--- config.mk ---
export PLATFORM = sky130hd
export DESIGN_NAME = xgmii_link_monitor_flat
export DESIGN_NICKNAME = d
export VERILOG_FILES = /design/src/rtl/xgmii_mon_pkg.sv /design/src/rtl/xgmii_mon_if.sv /design/src/rtl/xgmii_mon_chan.sv /design/src/rtl/xgmii_link_monitor.sv /design/src/flat_wrapper.sv
export SDC_FILE = /design/constraint.sdc
export NUM_CORES = 2
export LEC_CHECK = 0
export ABC_CLOCK_PERIOD_IN_PS = 5100
export CAP_MARGIN = 30
export CELL_PAD_IN_SITES_DETAIL_PLACEMENT = 1
export CELL_PAD_IN_SITES_GLOBAL_PLACEMENT = 1
export CORE_MARGIN = 4
export CORE_UTILIZATION = 52
export CTS_CLUSTER_DIAMETER = 60
export DETAILED_ROUTE_END_ITERATION = 8
export PLACE_DENSITY = 0.94
export SKIP_LAST_GASP = 1
export SLEW_MARGIN = 20
export SYNTH_ARGS = -nofsm -noshare
export SYNTH_HDL_FRONTEND = slang
export SYNTH_HIERARCHICAL = 1
export SYNTH_SLANG_ARGS = --single-unit
--- constraint.sdc ---
create_clock -name clk -period 5.1 [get_ports clk]
set_input_delay 1.02 -clock clk [delete_from_list [all_inputs] [get_ports clk]]
set_output_delay 1.02 -clock clk [all_outputs]
set_load 0.05 [all_outputs]
--- src/rtl/xgmii_mon_pkg.sv ---
// Shared constants and types for the XGMII receive link monitor.
// Holds XGMII control character codes, the IDLE word pattern, the
// per-channel frame FSM state type and the read-select encoding.
package xgmii_mon_pkg;

    localparam logic [7:0]  XGMII_START = 8'hFB;
    localparam logic [7:0]  XGMII_TERM  = 8'hFD;
    localparam logic [7:0]  XGMII_ERROR = 8'hFE;
    localparam logic [7:0]  XGMII_IDLE  = 8'h07;

    localparam logic [63:0] IDLE_D = {8{XGMII_IDLE}};
    localparam logic [7:0]  IDLE_C = 8'hFF;

    typedef enum logic [1:0] {
        ST_DOWN  = 2'd0,
        ST_IDLE  = 2'd1,
        ST_FRAME = 2'd2
    } fsm_state_e;

    // Read-select encoding; values 0..5 also index the shadow counter array.
    localparam logic [2:0] SEL_UP_CYCLES   = 3'd0;
    localparam logic [2:0] SEL_LINK_DROPS  = 3'd1;
    localparam logic [2:0] SEL_GOOD_FRAMES = 3'd2;
    localparam logic [2:0] SEL_BAD_FRAMES  = 3'd3;
    localparam logic [2:0] SEL_ERR_WORDS   = 3'd4;
    localparam logic [2:0] SEL_NIDLE_WORDS = 3'd5;
    localparam logic [2:0] SEL_CAP_DATA    = 3'd6;
    localparam logic [2:0] SEL_CAP_CTRL    = 3'd7;

    localparam int NUM_CNT = 6;

endpackage

--- src/rtl/xgmii_mon_if.sv ---
// Bus interface of the XGMII link monitor.
// master : the side that drives XGMII words, link status, clear/snap and
//          read requests (PCS wrapper, VIO or register block).
// slave  : the monitor itself, returning rd_data / rd_valid.
interface xgmii_mon_if #(
    parameter int CHANNELS = 2,
    parameter int CNT_W    = 64
);
    localparam int CH_W = (CHANNELS > 1) ? $clog2(CHANNELS) : 1;

    logic [CHANNELS-1:0]    link_up;
    logic [64*CHANNELS-1:0] xgmii_rxd;
    logic [8*CHANNELS-1:0]  xgmii_rxc;
    logic [CHANNELS-1:0]    clear;
    logic                   snap;
    logic                   rd_en;
    logic [CH_W-1:0]        rd_ch;
    logic [2:0]             rd_sel;
    logic [CNT_W-1:0]       rd_data;
    logic                   rd_valid;

    modport master (
        output link_up, xgmii_rxd, xgmii_rxc, clear, snap, rd_en, rd_ch, rd_sel,
        input  rd_data, rd_valid
    );

    modport slave (
        input  link_up, xgmii_rxd, xgmii_rxc, clear, snap, rd_en, rd_ch, rd_sel,
        output rd_data, rd_valid
    );
endinterface

--- src/rtl/xgmii_mon_chan.sv ---
// One channel of the XGMII link monitor: character decode, DOWN/IDLE/FRAME
// frame-delimiting FSM, saturating live counters, snapshot shadows and (with
// XGMII_MON_CAPTURE_EN defined) capture of the last non-IDLE word.
// Ports:
//   clk, rst      core clock, synchronous active-high reset
//   link_up       PCS receive link status
//   rxd, rxc      one XGMII word (8 lanes) and its control flags
//   clear         zero the live counters (and capture)
//   snap          copy live counters (and capture) to the shadows
//   shadow        shadow counters indexed by the SEL_* encoding
//   cap_shadow    shadow {rxc, rxd} capture (only with XGMII_MON_CAPTURE_EN)
module xgmii_mon_chan
    import xgmii_mon_pkg::*;
#(
    parameter int CNT_W = 64
) (
    input  logic                          clk,
    input  logic                          rst,
    input  logic                          link_up,
    input  logic [63:0]                   rxd,
    input  logic [7:0]                    rxc,
    input  logic                          clear,
    input  logic                          snap,
`ifdef XGMII_MON_CAPTURE_EN
    output logic [71:0]                   cap_shadow,
`endif
    output logic [NUM_CNT-1:0][CNT_W-1:0] shadow
);

    fsm_state_e       state;
    logic             err_flag;
    logic             link_up_q;
    logic             start_w, term_w, err_w, idle_w;
    logic             good_ev, bad_ev;
    logic             active;
    logic [CNT_W-1:0] up_cnt, drop_cnt, good_cnt, bad_cnt, err_cnt, nidle_cnt;

    function automatic logic [CNT_W-1:0] bump(input logic [CNT_W-1:0] v, input logic ev);
        return (ev && (v != '1)) ? v + 1'b1 : v;
    endfunction

    // START is only legal in lane 0 or lane 4; TERM/ERROR may sit in any lane.
    always_comb begin
        // NOTE: every combinational output gets a default first so no path leaves it unassigned (no latch).
        term_w  = 1'b0;
        err_w   = 1'b0;
        start_w = (rxc[0] && rxd[7:0] == XGMII_START) ||
                  (rxc[4] && rxd[39:32] == XGMII_START);
        for (int k = 0; k < 8; k++) begin
            if (rxc[k] && rxd[8*k +: 8] == XGMII_TERM)  term_w = 1'b1;
            if (rxc[k] && rxd[8*k +: 8] == XGMII_ERROR) err_w  = 1'b1;
        end
        idle_w = (rxc == IDLE_C) && (rxd == IDLE_D);
    end

    // Frame outcome for this cycle; TERM takes priority over a repeated START.
    always_comb begin
        good_ev = 1'b0;
        bad_ev  = 1'b0;
        if (!link_up) begin
            bad_ev = (state == ST_FRAME);
        end else if (state == ST_FRAME) begin
            if (term_w) begin
                if (err_flag || err_w) bad_ev  = 1'b1;
                else                   good_ev = 1'b1;
            end else if (start_w) begin
                bad_ev = 1'b1;
            end
        end
    end

    // DOWN words (including the relink cycle) are never decoded.
    assign active = (state != ST_DOWN);

    always_ff @(posedge clk) begin
        // NOTE: sequential state uses non-blocking assignments so all flops update from pre-edge values.
        if (rst) begin
            state     <= ST_DOWN;
            err_flag  <= 1'b0;
            link_up_q <= 1'b0;
        end else begin
            link_up_q <= link_up;
            if (!link_up) begin
                state <= ST_DOWN;
            end else begin
                case (state)
                    ST_DOWN: state <= ST_IDLE;
                    ST_IDLE: begin
                        if (start_w) begin
                            state    <= ST_FRAME;
                            err_flag <= 1'b0;
                        end
                    end
                    ST_FRAME: begin
                        if (term_w)       state    <= ST_IDLE;
                        else if (start_w) err_flag <= 1'b0;
                        else if (err_w)   err_flag <= 1'b1;
                    end
                    default: state <= ST_DOWN;
                endcase
            end
        end
    end

    // Live counters: clear beats any same-cycle increment.
    always_ff @(posedge clk) begin
        if (rst || clear) begin
            up_cnt    <= '0;
            drop_cnt  <= '0;
            good_cnt  <= '0;
            bad_cnt   <= '0;
            err_cnt   <= '0;
            nidle_cnt <= '0;
        end else begin
            up_cnt    <= bump(up_cnt,    link_up);
            drop_cnt  <= bump(drop_cnt,  link_up_q && !link_up);
            good_cnt  <= bump(good_cnt,  good_ev);
            bad_cnt   <= bump(bad_cnt,   bad_ev);
            err_cnt   <= bump(err_cnt,   active && err_w);
            nidle_cnt <= bump(nidle_cnt, active && !idle_w);
        end
    end

    // Shadows sample the registered live values, so a same-cycle clear or
    // increment is not seen by the snapshot.
    always_ff @(posedge clk) begin
        // NOTE: the shadow array is built from flops, not RAM, so it can and does take the reset.
        if (rst) begin
            shadow <= '0;
        end else if (snap) begin
            shadow[SEL_UP_CYCLES]   <= up_cnt;
            shadow[SEL_LINK_DROPS]  <= drop_cnt;
            shadow[SEL_GOOD_FRAMES] <= good_cnt;
            shadow[SEL_BAD_FRAMES]  <= bad_cnt;
            shadow[SEL_ERR_WORDS]   <= err_cnt;
            shadow[SEL_NIDLE_WORDS] <= nidle_cnt;
        end
    end

`ifdef XGMII_MON_CAPTURE_EN
    logic [71:0] cap_q;

    always_ff @(posedge clk) begin
        if (rst || clear) begin
            cap_q <= '0;
        end else if (active && !idle_w) begin
            cap_q <= {rxc, rxd};
        end
    end

    always_ff @(posedge clk) begin
        if (rst)       cap_shadow <= '0;
        else if (snap) cap_shadow <= cap_q;
    end
`endif

endmodule

--- src/rtl/xgmii_link_monitor.sv ---
// Multi-channel XGMII receive-side link monitor (top level).
// Instantiates one xgmii_mon_chan per channel and provides the registered
// shadow read port. Optional last-word capture: define XGMII_MON_CAPTURE_EN
// (requires CNT_W = 64); otherwise rd_sel 6/7 read 0.
// Ports:
//   clk, rst   core clock, synchronous active-high reset
//   bus        xgmii_mon_if slave: link_up, xgmii_rxd/rxc, clear, snap,
//              rd_en/rd_ch/rd_sel in; rd_data/rd_valid out (one cycle later)
module xgmii_link_monitor
    import xgmii_mon_pkg::*;
#(
    parameter int CHANNELS = 2,
    parameter int CNT_W    = 64
) (
    input  logic        clk,
    input  logic        rst,
    xgmii_mon_if.slave  bus
);

    localparam int CH_W = (CHANNELS > 1) ? $clog2(CHANNELS) : 1;

    logic [NUM_CNT-1:0][CNT_W-1:0] shadow [CHANNELS];
`ifdef XGMII_MON_CAPTURE_EN
    logic [71:0]                   cap_shadow [CHANNELS];
`endif
    logic [CNT_W-1:0]              rd_mux;

    for (genvar g = 0; g < CHANNELS; g++) begin : g_chan
        xgmii_mon_chan #(.CNT_W(CNT_W)) u_chan (
            .clk        (clk),
            .rst        (rst),
            .link_up    (bus.link_up[g]),
            .rxd        (bus.xgmii_rxd[64*g +: 64]),
            .rxc        (bus.xgmii_rxc[8*g +: 8]),
            .clear      (bus.clear[g]),
            .snap       (bus.snap),
`ifdef XGMII_MON_CAPTURE_EN
            .cap_shadow (cap_shadow[g]),
`endif
            .shadow     (shadow[g])
        );
    end

    // Out-of-range channel or unimplemented select reads as zero.
    always_comb begin
        rd_mux = '0;
        if (int'(bus.rd_ch) < CHANNELS) begin
            case (bus.rd_sel)
`ifdef XGMII_MON_CAPTURE_EN
                SEL_CAP_DATA: rd_mux = CNT_W'(cap_shadow[bus.rd_ch][63:0]);
                SEL_CAP_CTRL: rd_mux = CNT_W'(cap_shadow[bus.rd_ch][71:64]);
`endif
                SEL_UP_CYCLES, SEL_LINK_DROPS, SEL_GOOD_FRAMES,
                SEL_BAD_FRAMES, SEL_ERR_WORDS, SEL_NIDLE_WORDS:
                    rd_mux = shadow[bus.rd_ch][bus.rd_sel];
                default: rd_mux = '0;
            endcase
        end
    end

    // rd_data holds its last value between reads.
    always_ff @(posedge clk) begin
        if (rst) begin
            bus.rd_data  <= '0;
            bus.rd_valid <= 1'b0;
        end else begin
            bus.rd_valid <= bus.rd_en;
            if (bus.rd_en) bus.rd_data <= rd_mux;
        end
    end

endmodule

--- src/flat_wrapper.sv ---
// flat-port wrapper written by rule: the top's interface ports become plain ports
module xgmii_link_monitor_flat import xgmii_mon_pkg::*;
#(
    parameter int CHANNELS = 2,
    parameter int CNT_W    = 64
)
  (clk, rst, bus_link_up, bus_xgmii_rxd, bus_xgmii_rxc, bus_clear, bus_snap, bus_rd_en, bus_rd_ch, bus_rd_sel, bus_rd_data, bus_rd_valid);
  xgmii_mon_if #(.CHANNELS(CHANNELS), .CNT_W(CNT_W)) bus_i ();
  input  logic clk;
  input  logic rst;
  input wire logic [$bits(bus_i.link_up)-1:0] bus_link_up;
  input wire logic [$bits(bus_i.xgmii_rxd)-1:0] bus_xgmii_rxd;
  input wire logic [$bits(bus_i.xgmii_rxc)-1:0] bus_xgmii_rxc;
  input wire logic [$bits(bus_i.clear)-1:0] bus_clear;
  input wire logic [$bits(bus_i.snap)-1:0] bus_snap;
  input wire logic [$bits(bus_i.rd_en)-1:0] bus_rd_en;
  input wire logic [$bits(bus_i.rd_ch)-1:0] bus_rd_ch;
  input wire logic [$bits(bus_i.rd_sel)-1:0] bus_rd_sel;
  output wire logic [$bits(bus_i.rd_data)-1:0] bus_rd_data;
  output wire logic [$bits(bus_i.rd_valid)-1:0] bus_rd_valid;
  assign bus_i.link_up = bus_link_up;
  assign bus_i.xgmii_rxd = bus_xgmii_rxd;
  assign bus_i.xgmii_rxc = bus_xgmii_rxc;
  assign bus_i.clear = bus_clear;
  assign bus_i.snap = bus_snap;
  assign bus_i.rd_en = bus_rd_en;
  assign bus_i.rd_ch = bus_rd_ch;
  assign bus_i.rd_sel = bus_rd_sel;
  assign bus_rd_data = bus_i.rd_data;
  assign bus_rd_valid = bus_i.rd_valid;
  xgmii_link_monitor #(.CHANNELS(CHANNELS), .CNT_W(CNT_W)) u_core (.clk(clk), .rst(rst), .bus(bus_i));
endmodule
# == Yosys cells after proc, flatten, opt, wreduce, memory -nomap -nowiden ==
# Cells that the tools add are included.
# word_totals
register_bits,1609
inputBits,156
out_inout_bits,65
elab_cells,270
# op_classes
addsub,12
n_lt_le_gt_ge,2
n_eq_ne,69
n_mux,72
bitwise,3
n_reduce_logical,80
# op_table
op,n
384-bit two-way mux,3
64-bit by 1-bit adder with 64-bit output (second input constant),12
64-bit inequality test (second input constant),12
8-bit equality test (second input constant),38
64-bit binary-select mux with 3-bit select,1
64-bit by 59-bit equality test with 1-bit output (second input constant),2
64-bit two-way mux,2
1-bit two-way mux,58
1-bit logical AND,56
2-bit inequality test (second input constant),6
2-bit one-hot mux with 3 select lines,2
5-bit AND reduction,2
2-bit two-way mux,4
2-bit nonzero test,4
3-bit by 2-bit equality test with 1-bit output (second input constant),2
3-bit equality test (second input constant),2
1-bit logical OR,6
3-bit inequality test (second input constant),2
6-bit OR reduction,1
2-bit by 1-bit equality test with 1-bit output (second input constant),2
2-bit equality test (second input constant),2
1-bit logical NOT,4
2-bit logical NOT,2
3-bit by 4-bit < comparator with 1-bit output (second input constant),1
other kinds (8),12

# == Longest topological paths before layout ==
# depth
word_depth,16
ltp_mapped,12
mapped_depth_nobuf,9

# == Modules after synthesis ==
# The synthesis kept the hierarchy.
# by_module_without_submodules
mod,instances,cells_per_inst,area_per_inst_um2,seq_area_each_um2
xgmii_mon_chan at u_core.g_chan[1].u_chan,1,3578,32317.2,15454.8
xgmii_mon_chan at u_core.g_chan[0].u_chan,1,3553,32165.8,15454.8
xgmii_link_monitor,1,1018,8345.5,1301.2

# == Least setup slack after synthesis ==
# No wires, ideal clock.
# synth_timing
path_kind,input port to flip-flop
start,input bus_xgmii_rxd[100]
end,register u_core.g_chan[1].u_chan.good_cnt[51]
setup_time_ns,0.128
t_arrival_ns,3.143
required_ns,4.972
setup_slack_ns,1.829
path_stages,11
path_buffers,3
path_cell_list,nand4_1 nor4b_1 nor4_1 and3_1 buf_2 or4_1 clkbuf_1 buf_2 nor4_1 xnor2_1 nor2_1
# synth_via
elab_chain_cells,12
elab_cells_between_ends,18
classes_between,eq/ne: 2; mux: 12; reduce/logical: 4
# synth_lines
item,line,source
from (decl),flat_wrapper.sv:12,input wire logic [$bits(bus_i.xgmii_rxd)-1:0] bus_xgmii_rxd;
8-bit equality test,xgmii_mon_chan.sv:51,if (rxc[k] && rxd[8*k +: 8] == XGMII_ERROR) err_w = 1'b1;
1-bit logical AND,xgmii_mon_chan.sv:51,
1-bit two-way mux (4 in series),xgmii_mon_chan.sv:51,
1-bit logical OR,xgmii_mon_chan.sv:64,if (err_flag || err_w) bad_ev = 1'b1;
1-bit two-way mux,xgmii_mon_chan.sv:64,
1-bit two-way mux *,xgmii_mon_chan.sv:63,if (term_w) begin
1-bit two-way mux *,xgmii_mon_chan.sv:62,end else if (state == ST_FRAME) begin
1-bit two-way mux *,xgmii_mon_chan.sv:60,if (!link_up) begin
1-bit logical AND *,xgmii_mon_chan.sv:39,return (ev && (v != '1)) ? v + 1'b1 : v;
to (signal assigned),xgmii_mon_chan.sv:117,"good_cnt <= bump(good_cnt, good_ev);"
to (decl),xgmii_mon_chan.sv:36,"logic [CNT_W-1:0] up_cnt, drop_cnt, good_cnt, bad_cnt, err_cnt, nidle_cnt;"
# Mark *: on every way between the ends. The rest lies on a longest branch, timed or not.
# A chain may end at the register's enable or synchronous reset.

# == Final worst setup path ==
# layout_timing
start,register u_core.g_chan[1].u_chan.bad_cnt[0]
end,register u_core.g_chan[1].u_chan.bad_cnt[39]
# layout_via
elab_chain_cells,2
elab_cells_between_ends,3
classes_between,add/sub: 1; eq/ne: 1; reduce/logical: 1
# layout_lines
item,line,source
from (decl),xgmii_mon_chan.sv:36,
from (signal assigned),xgmii_mon_chan.sv:118,"bad_cnt <= bump(bad_cnt, bad_ev);"
"parallel branches: the longest is 2 deep, another holds 64-bit by 1-bit adder with 64-bit output",n/a,
# Parallel ways; which one is timed is not known.

==> reports/metrics.sh <==
STATUS='complete, no violations'
ANTENNA_VIOLATIONS_BEFORE_REPAIR=39
CTS_ROOT_BUF='sky130_fd_sc_hd__clkbuf_16'
CRIT_PATH_START='u_core/g_chan[1].u_chan/bad_cnt[0]'
YOSYSSEQAREASHARE_PCT=44.2
PLACE_AREA_UM2=76800
WL_MM=342
POST-DP-HPWL_MM=198
YS_DOMINANT_REG_CELL='sky130_fd_sc_hd__dfxtp_1'
CPLARGESTDELAYFAMILY='compound AO/OA/AOI/OAI gates'
GLOBAL_ROUTE_WIRE_LENGTH_BEFORE_REPAIR_MM=503
FINAL_CELL_COUNT_NO_FILL=10260
YOSYS_WARNINGS=6
DRCVIOLATIONCOUNT=0
CAP_VIOLATIONS=0
CRITICAL_PATH_PEAK_FANOUT=38
CORE_AREA_UM2=139000
WORST_EP_ARRIVAL_TIME_NS=5.46
SLEW-LIMIT-HEADROOM_PCT=17.4
PERIOD_NEEDED_NS=4.70
LAYOUT.CELLS.MOST_COMMON_LIST='1627 x sky130_fd_sc_hd__nor2_1, 1609 x sky130_fd_sc_hd__dfxtp_1, 1176 x sky130_fd_sc_hd__mux2i_1'
FIRST_PASS_ITERS=7
SYNTH_INSTANCES=8149
TRITONCTS='done'
CTS_MADE_BUFFERS=168
FP.DIEAREA_UM2=146000
GLOBALROUTEOVERFLOWTOTAL=0
PLACE.DETAILED.INSTANCES=9918
CRITPATHKIND='reg -> reg'
CP_SLOWEST_CELL='sky130_fd_sc_hd__or4_1'
POST-CTS-SETUP-BUFFER-COUNT=0
UNREPAIRED_SETUP_ENDPOINTS_AFTER_GLOBAL_ROUTING='false'
HOLD_BUFFERS=0
CRITICAL_PATH.ENDPOINT='u_core/g_chan[1].u_chan/bad_cnt[39]'
CLOCK_SLEW_AT_THE_REGISTER_CLOCK_PINS_OF_THE_WORST_SETUP_AND_HOLD_PATHS_NS=0.06
CP.REQUIRED_NS=5.86
SETUP-VIOLATIONS-FINAL=0
LEAKAGEPOWER_nW=30.6
POST_CTS_RESIZE_COUNT=0
LAYOUT-AREA-OVERHEAD-VS-SYNTH_PCT=13.6
LAYOUT.FILLER_CELLS=15436
CRIT_BUF_INV=1
FINAL.PERIOD_UTILIZATION_PCT=92.2
REPORT.FINAL.HOLD_VIOL_COUNT=0
CRITICAL_PATH.MAX_STAGE_DELAY_NS=0.87
ANT_NETS=0
P_PER_AREA_nW_PER_UM2=332
HOLD-WORST-SLACK_NS=0.499
PORTBUFFERS=220
DRV_SLEW=0
WORSTHOLDSTART='u_core/g_chan[1].u_chan/shadow[19]'
SYNTH_AREA_PER_INST_UM2=8.94
DRTITER0DRC=10595
TIMING.CRITICAL_PATH.TO_TYPE='register'
POWER_W=0.0275
REG2REG_SLACK_NS=0.40
GRT_START_MAX_NET_PINS=213
MAXIMUM_CLOCK_INSERTION_BUFFER_COUNT=3
ROUTE.DETAILED.WL_PER_INST_UM=33.3
REGAREA_UM2=32200
MULTI_INPUT_AREA_UM2=38100
MOST_COMMON_LIBRARY_CELL_IN_THE_LAYOUT_IGNORING_FILL_AND_TAPS='sky130_fd_sc_hd__nor2_1'
FINAL_LAYOUT_SIZE_SUFFIX_GT1_SHARE_PCT=6.28
HOLD_PATH.CLASS='reg -> reg'
TRITONCTS_NUM_SINKS=1609
SYNTH_NETS=8317
FIN_SETUP_TNS_NS=0
PATH_DEPTH=10
WORST_PIN_SLEW_NS=1.24
MAX_FREQ_GHz=0.213
CTSHTREEMAXLEVEL=4
DIE_X_UM=382
LAYOUT_SKEW_NS=0.0538
DETAILROUTE.VIA_COUNT=72928
R2R_END='u_core/g_chan[1].u_chan/bad_cnt[39]'
WORST_SKEW_PAIR_LATENCY_NS=0.87
FP.DIEH_UM=382
FLOORPLAN.IO_PINS=221
TRACK_USAGE_PCT=44.7
NETLIST_AREA_UM2=72800
LAYOUT.NETS=8386
FF2FF_PATH_DEPTH=10
FLOORPLAN.ROWS=137
INITIAL_CORE_UTIL_PCT=52.3
YS_ASYNC_SR_FRACTION_PCT=0
WORST_IR_DROP_VDD_mV=0.317
SYNTH_SEQ_CELLS=1609
CHAIN_OF_CELLS_FORMING_THE_CRITICAL_PATH='ha_1 -> and2_1 -> nand4_1 -> or4_1 -> o41ai_2 -> a31o_2 -> or2_1 -> buf_4 -> o31ai_1 -> a21oi_1'
YOSYSUNIQUECELLTYPES=85
FINAL_CELL_AREA_UM2=82800
PLACER_CONGESTION_ESTIMATE=0.930
WORST_R2R_STARTPOINT='u_core/g_chan[1].u_chan/bad_cnt[0]'
FIRST_GLOBAL_VIAS=76822
VIASPERCELL=7.11
CRITICAL_PATH.STARTPOINT_TYPE='register'
SYNTH_ENABLE_FLOP_CELLS=0
==> through the flow <==
stage	setup WS, ns	util [%]
global placement	0.732	55.1
CTS	0.667	59.3
detailed placement	0.707	55.1
finish	0.400	59.4
floorplan	1.83	-
global route	0.363	59.3
==> metal layers <==
metal	up-vias	part of all wire, %	routed length (um)	GRT usage [%]
met4	32	10	35600	36.6
met5	-	0.054	186	0
li1	28714	-	-	-
met1	35211	34	115000	49.0
met2	6428	44	151000	70.2
met3	2543	12	40700	15.3
==> power by group <==
group | switching (W) | internal (W) | total (W)
logic | 0.000987 | 0.000497 | 0.00148
registers | 0.0000746 | 0.0126 | 0.0127
clock network | 0.00600 | 0.00735 | 0.0133
==> kinds of logic (layout without fill, tap and decap cells) <==
group / count (synthesis) / after routing / share of synthesized area (%)
other cells: 0 / 27 / 0
fa+ha+maj: 12 / 12 / 0.206
mux: 1176 / 1176 / 16.2
buf+inv: 582 / 790 / 3.54
simple gates: 3657 / 3657 / 24.4
xor+xnor: 594 / 594 / 7.14
compound gates: 519 / 519 / 4.29
flops: 1609 / 1609 / 44.2
==> worst min-delay path by stage <==
stage	cells after the start	end	slack, ns
after floorplan	2	u_core/g_chan[1].u_chan/bad_cnt[17]	0.45
after global placement	2	u_core/bus.rd_data[41]	0.47
after detailed placement	2	u_core/bus.rd_data[41]	0.48
after CTS	2	u_core/bus.rd_data[20]	0.50
after global routing	2	u_core/g_chan[0].u_chan/shadow[7]	0.52
final	2	u_core/g_chan[1].u_chan/shadow[19]	0.50
==> synthesized netlist by cell type, types with 162 or more instances <==
library cell               number  area (um^2)
sky130_fd_sc_hd__nor2_1      1629         6110
sky130_fd_sc_hd__dfxtp_1     1609        32200
sky130_fd_sc_hd__mux2i_1     1176        11800
sky130_fd_sc_hd__nand2_1      363         1360
sky130_fd_sc_hd__nand3_1      350         1750
sky130_fd_sc_hd__xnor2_1      308         2700
sky130_fd_sc_hd__clkbuf_1     306         1150
sky130_fd_sc_hd__xor2_1       286         2500
sky130_fd_sc_hd__nand4_1      253         1580
sky130_fd_sc_hd__nor3_1       235         1180
sky130_fd_sc_hd__nor4_1       209         1310
sky130_fd_sc_hd__o22ai_1      192         1200
sky130_fd_sc_hd__and3_1       162         1010
==> worst reg2reg max path: cells and delay by family (launching register included) <==
kind                     cells  cell delay [ns]
AND/OR/NAND/NOR              4             1.76
flip-flops                   1             0.44
AO/OA/AOI/OAI                4             1.80
adder cells (fa/ha/maj)      1             0.26
buffers and inverters        1             0.36
==> cell type report <==
cell class / instances / share of cell area (%)
multi-input combinational: 5958 / 46.1
timing repair buffer: 387 / 4.70
clock inverter: 60 / 0.978
clock buffer: 249 / 6.01
antenna: 27 / 0.0816
tap: 1876 / 2.84
sequential: 1609 / 38.9
inverter: 94 / 0.426
==> sequential cells by signal, summed over array words and instances, names as in the netlist <==
| signal | count |
|---|---|
| u_core/bus.rd_valid | 1 |
| u_core/g_chan.u_chan/good_cnt | 128 |
| u_core/g_chan.u_chan/state | 4 |
| u_core/g_chan.u_chan/link_up_q | 2 |
| u_core/g_chan.u_chan/err_flag | 2 |
| u_core/bus.rd_data | 64 |
| u_core/g_chan.u_chan/bad_cnt | 128 |
| u_core/g_chan.u_chan/drop_cnt | 128 |
| u_core/g_chan.u_chan/nidle_cnt | 128 |
| u_core/g_chan.u_chan/up_cnt | 128 |
| u_core/g_chan.u_chan/err_cnt | 128 |
| u_core/g_chan.u_chan/shadow | 768 |
No activity file was read; power rests on OpenSTA's default activity.
